### config.mk
export PLATFORM = sky130hd
export DESIGN_NAME = acc_drain
export DESIGN_NICKNAME = d
export VERILOG_FILES = /design/src/rtl/acc_drain_pkg.sv /design/src/rtl/acc_drain_row_fifo.sv /design/src/rtl/acc_drain.sv
export SDC_FILE = /design/constraint.sdc
export NUM_CORES = 1
export LEC_CHECK = 0
export CAP_MARGIN = 20
export CORE_MARGIN = 3
export CORE_UTILIZATION = 56
export CTS_BUF_LIST = sky130_fd_sc_hd__clkbuf_4
export DETAILED_ROUTE_END_ITERATION = 10
export PLACE_DENSITY_LB_ADDON = 0.1
export SLEW_MARGIN = 20
export SYNTH_ARGS = -nofsm -noshare
export SYNTH_HDL_FRONTEND = slang
export SYNTH_SLANG_ARGS = --single-unit
### constraint.sdc
create_clock -name clk -period 7.5 [get_ports clk]
set_input_delay 1.5 -clock clk [delete_from_list [all_inputs] [get_ports clk]]
set_output_delay 1.5 -clock clk [all_outputs]
set_load 0.02 [all_outputs]
### src/rtl/acc_drain_pkg.sv
// acc_drain_pkg: shared drain FSM state type for acc_drain
package acc_drain_pkg;
  typedef enum logic {IDLE = 1'b0, SEND = 1'b1} state_e;
endpackage

### src/rtl/acc_drain_row_fifo.sv
// row_fifo: 2-entry row buffer with occupancy count
// Ports: clk, rstn (async active-low); push/din write a row, pop retires the head;
// dout is the head entry, count is occupancy 0..2, full/empty decode it.
// Callers never push when full nor pop when empty.
module row_fifo #(
  parameter int W = 129
) (
  input  logic         clk,
  input  logic         rstn,
  input  logic         push,
  input  logic         pop,
  input  logic [W-1:0] din,
  output logic [W-1:0] dout,
  output logic [1:0]   count,
  output logic         full,
  output logic         empty
);
  logic [W-1:0] mem_q [2];
  logic         wp_q, rp_q;
  logic [1:0]   cnt_q;
  always_ff @(posedge clk or negedge rstn)
    if (!rstn) begin
      wp_q  <= 1'b0;
      rp_q  <= 1'b0;
      cnt_q <= 2'd0;
    end else begin
      if (push) wp_q <= !wp_q;
      if (pop) rp_q <= !rp_q;
      cnt_q <= cnt_q + 2'(push) - 2'(pop);
    end
  always_ff @(posedge clk)
    if (push) mem_q[wp_q] <= din;
  assign dout  = mem_q[rp_q];
  assign count = cnt_q;
  assign full  = cnt_q == 2'd2;
  assign empty = cnt_q == 2'd0;
endmodule

### src/rtl/acc_drain.sv
// acc_drain: buffers accumulator rows and streams them lane by lane on AXI-Stream
// Ports: clk, rstn (async active-low); s_valid/s_ready/s_data/s_last accept a row of
// R signed WY-bit lanes; m_tvalid/m_tready/m_tdata/m_tlast stream lane 0..R-1;
// overflow is sticky once a row arrives while s_ready is low.
module acc_drain
  import acc_drain_pkg::*;
#(
  parameter int R  = 8,
  parameter int WY = 16
) (
  input  logic          clk,
  input  logic          rstn,
  input  logic          s_valid,
  output logic          s_ready,
  input  logic [R*WY-1:0] s_data,
  input  logic          s_last,
  output logic          m_tvalid,
  input  logic          m_tready,
  output logic [WY-1:0] m_tdata,
  output logic          m_tlast,
  output logic          overflow
);
  localparam int LW = (R > 1) ? $clog2(R) : 1;
  state_e        state_q, state_d;
  logic [LW-1:0] lane_q, lane_d;
  logic          ovf_q;
  logic [R*WY:0] head;
  logic [1:0]    count;
  logic          full, empty, push, pop, hs, fin;
  row_fifo #(.W(R*WY+1)) u_fifo (
    .clk  (clk),
    .rstn (rstn),
    .push (push),
    .pop  (pop),
    .din  ({s_last, s_data}),
    .dout (head),
    .count(count),
    .full (full),
    .empty(empty)
  );
  // s_ready depends only on occupancy, so there is no combinational path from m_tready.
  assign s_ready  = !full;
  assign push     = s_valid && s_ready;
  assign m_tvalid = state_q == SEND;
  assign hs       = m_tvalid && m_tready;
  assign fin      = lane_q == LW'(R-1);
  assign pop      = hs && fin;
  assign m_tdata  = m_tvalid ? head[int'(lane_q)*WY +: WY] : '0;
  assign m_tlast  = m_tvalid && fin && head[R*WY];
  // Stay in SEND after a pop if another row remains or arrives on the same edge.
  always_comb begin
    state_d = (state_q == IDLE) ? (empty ? IDLE : SEND)
                                : ((pop && count == 2'd1 && !push) ? IDLE : SEND);
    lane_d  = !hs ? lane_q : (fin ? '0 : lane_q + 1'b1);
  end
  always_ff @(posedge clk or negedge rstn)
    if (!rstn) begin
      state_q <= IDLE;
      lane_q  <= '0;
      ovf_q   <= 1'b0;
    end else begin
      state_q <= state_d;
      lane_q  <= lane_d;
      ovf_q   <= ovf_q | (s_valid && !s_ready);
    end
  assign overflow = ovf_q;
endmodule

==> results.md <==
* Status: finished clean
* Worst hold path cell count at 1
* Clock Tree Buf Depth at 3
* Initial antenna violation count at 3
* DRC errors left at 0
* Detail Placement HPWL at 13.2 mm
* Seq pwr share at 45.7%
* Setup TNS at 0 ps
* CTS buffer count at between 60 and 70
* Core area at between 15000 and 20000 sq um
* Vias in the first global route at approximately 6100
* Clock Power Share at between 20% and 30%
* Clock Latency Late Sink at about 650 ps
* Synthesized flop and latch total at between 200 and 300
* Endpoints failing hold at 0
* Synth warn at 0
* Post-CTS setup buffer count at 0
* Crit path capture type: output pin
* Area occupied by multi-input gates at ~2100 sq um
* Power share of the combinational group at 30.4%
* Grt met1 use at approximately 27%
* Final worst slack at ~2300 ps
* Fraction of layout cells with a size suffix above 1 at around a fifth
* Ys async rst share at 3.37%
* Slew @ Worst Pin at around 1100 ps
* Rows at 48
* HP Class: reg2reg
* Reg2Reg Depth at 5
* Die area at between 20000 and 25000 sq um
* Post-route ant nets at 0
* R2r setup slk at ~4700 ps
* LEAKAGE at 0.00443 uW
* DRT iter0 DRCs at between 300 and 400
* Largest net degree at the start of global routing at 76
* Kind of critical path: reg2out
* Final period utilization at ~70%
* Largest area contributor in the netlist: edfxtp_1
* RSZ-0062 raised after global routing: false
* Grt met2 use at 35.5%
* Via density at 5.79
* Die width at ~140 um
* Final Max Tran Viols at 0
* Reg area at 7980 sq um
* Worst VDD drop at 0.000260 V
* Sw Ratio at approximately 31%
* Syn-to-layout area delta at 24.1%
* Setup Slack @ Placement at 2840 ps
* GRT Total Usage at a little over a fifth
* Syn nets at about 620
* Worst R2R Start: u_fifo.count[0]
* Mapped Cells at 487
* GPL Wtd Cong at between 0.7 and 0.8
* Int Power at about 3400 uW
* Min Tclk post-route at roughly 5200 ps
* Clk_skew at 26.9 ps
* Avg WL per Cell at 21.9 um
* Worst-path maximum fanout at 23
* Top_reg_cell synth: edfxtp_1
* Root Buffer: clkbuf_4
* Chip height at ~140 um
* WP data arrival at 3740 ps
* WL final at approximately 21 mm
* Tot Pwr at approximately 5000 uW
* Fin nets at between 800 and 900
* Most Used Layer, Global Route: met2
* Relative slew slack at around 28%
* # hold bufs at CTS at 0
* GRT overflow at 0
* First-pass GRT wire length at 32.6 mm
* Starting Density at about three fifths
* HP Start: overflow
* Via count at ~5500
* Seq/Total Area, Yosys at between 70 and 80%
* Clk sinks at approximately 270
* Fmax at between 150 and 200 MHz
* Max-Cap Viols at 0
* CTS HTree Levels at 3
* I/O Buffers at 152
* Drt pass-1 iters at 4
* Top-area cell type share of the netlist area at around three quarters
* # setup viols final at 0
* Worst EP required at roughly 6000 ps
* Yosys cell types at 34
* WHS Endpoint: overflow
* Syn Std Cell Area at approximately 10000 sq um
* Syn_area_per_cell at approximately 21 sq um
* Reg clk slew, reported paths at 60 ps
* RR Endpoint: u_fifo.mem_q[0][128]
* Synth area leaders: edfxtp_1 (75%), mux4_2 (6.3%), mux2i_1 (4.4%), mux4_1 (3.6%), dfrtp_1 (2.2%)
* Layout fillers at about 1100
* Power Density at ~380 nW/um^2
* Startpoint Class: register
* Number of synthesized flops with an enable pin at 258
* P_sw at around 1500 uW
* Number of top-level pins at between 150 and 200
* Cts repair resizes at 0
* CTS tree: done
* GR Util met3 at between 6 and 7%
## metrics by stage
step	hold WS (ps)	util, %	instance area, sq um	std cells
2_1_floorplan	479	-	10300	487
3_3_place_gp	458	67.9	12000	845
3_5_place_dp	466	67.9	12000	845
4_1_cts	484	72.4	12800	952
5_1_grt	518	72.5	12800	954
6_report	485	72.5	12800	954
## placed cells by master (no fill, tap or decap), drive strengths merged, types with 9 or more instances in the layout
| master | count |
|---|---|
| a221oi | 13 |
| a22oi | 13 |
| clkbuf | 94 |
| clkdlybuf4s50 | 152 |
| clkinv | 9 |
| dfrtp | 9 |
| edfxtp | 258 |
| mux2i | 45 |
| mux4 | 43 |
| nand2 | 25 |
| o21ai | 15 |
## sequential cells by signal, summed over array words and instances (netlist names)
register      cells
u_fifo.rp_q       1
overflow          1
u_fifo.wp_q       1
u_fifo.mem_q    258
lane_q            3
m_tvalid          1
u_fifo.count      2
## routing by layer
metal / share of wire, % / vias to the layer above
met5: 0.072 / -
met4: 3.0 / 2
met3: 6.5 / 59
met2: 51 / 227
met1: 39 / 2756
li1: - / 2480
## logic make-up after synthesis
group	after synthesis	synth area share (%)
AOI/OAI and AO/OA	53	3.64
xor gates and xnor gates	5	0.425
adders and majority gates	3	0.364
buffers and inverters	28	2.03
DFF	267	77.3
muxes	90	14.5
and+or+nand+nor	41	1.74
## area by class of cell
cell class,count,share of cell area (%)
Sequential cell,267,62.3
Multi-Input combinational cell,192,16.8
Timing Repair Buffer,159,12.3
Clock buffer,94,5.51
Tap cell,225,2.20
Clock inverter,13,0.792
Inverter,2,0.0587
Antenna cell,2,0.0391
## power groups by stage
stage / clock network, uW / logic (uW) / registers (uW)
6_report: 1170 / 1480 / 2230
5_1_grt: 1280 / 1590 / 2270
2_1_floorplan: 0 / 1100 / 2170
3_3_place_gp: 0 / 1480 / 2240
3_5_place_dp: 0 / 1500 / 2260
4_1_cts: 1200 / 1510 / 2230
## synth_stat cells, types with 3 or more instances
cell type / instances
nor2_1: 5
a22oi_1: 13
o21ai_0: 12
xnor2_1: 5
ha_1: 3
mux4_2: 29
buf_2: 4
mux2i_1: 45
clkbuf_1: 9
dfrtp_1: 9
nor2b_1: 4
nand2_1: 25
edfxtp_1: 258
o21ai_1: 3
buf_8: 3
o2111ai_1: 3
buf_6: 6
a221oi_1: 13
mux4_1: 14
o211ai_1: 5
## worst max-delay path, stage by stage (launching register included)
cell and delay, ps:
dfrtp_1 950, buf_4 320, and2_1 790, a221oi_1 270, o21ai_0 130, nand2_1 110
clkdlybuf4s50_1 550
## how the worst max path moves through the flow
stage              start            endpoint  slack, ps  cells after the start
3_3_place_gp   lane_q[0]         m_tdata[12]       2870                      6
2_1_floorplan    s_valid  u_fifo.mem_q[0][0]       2100                      2
4_1_cts        lane_q[0]         m_tdata[14]       2110                      6
5_1_grt        lane_q[0]          m_tdata[7]       1940                      6
3_5_place_dp   lane_q[0]         m_tdata[14]       2840                      6
6_report       lane_q[0]         m_tdata[14]       2260                      6
No activity file was read; power rests on OpenSTA's default activity.
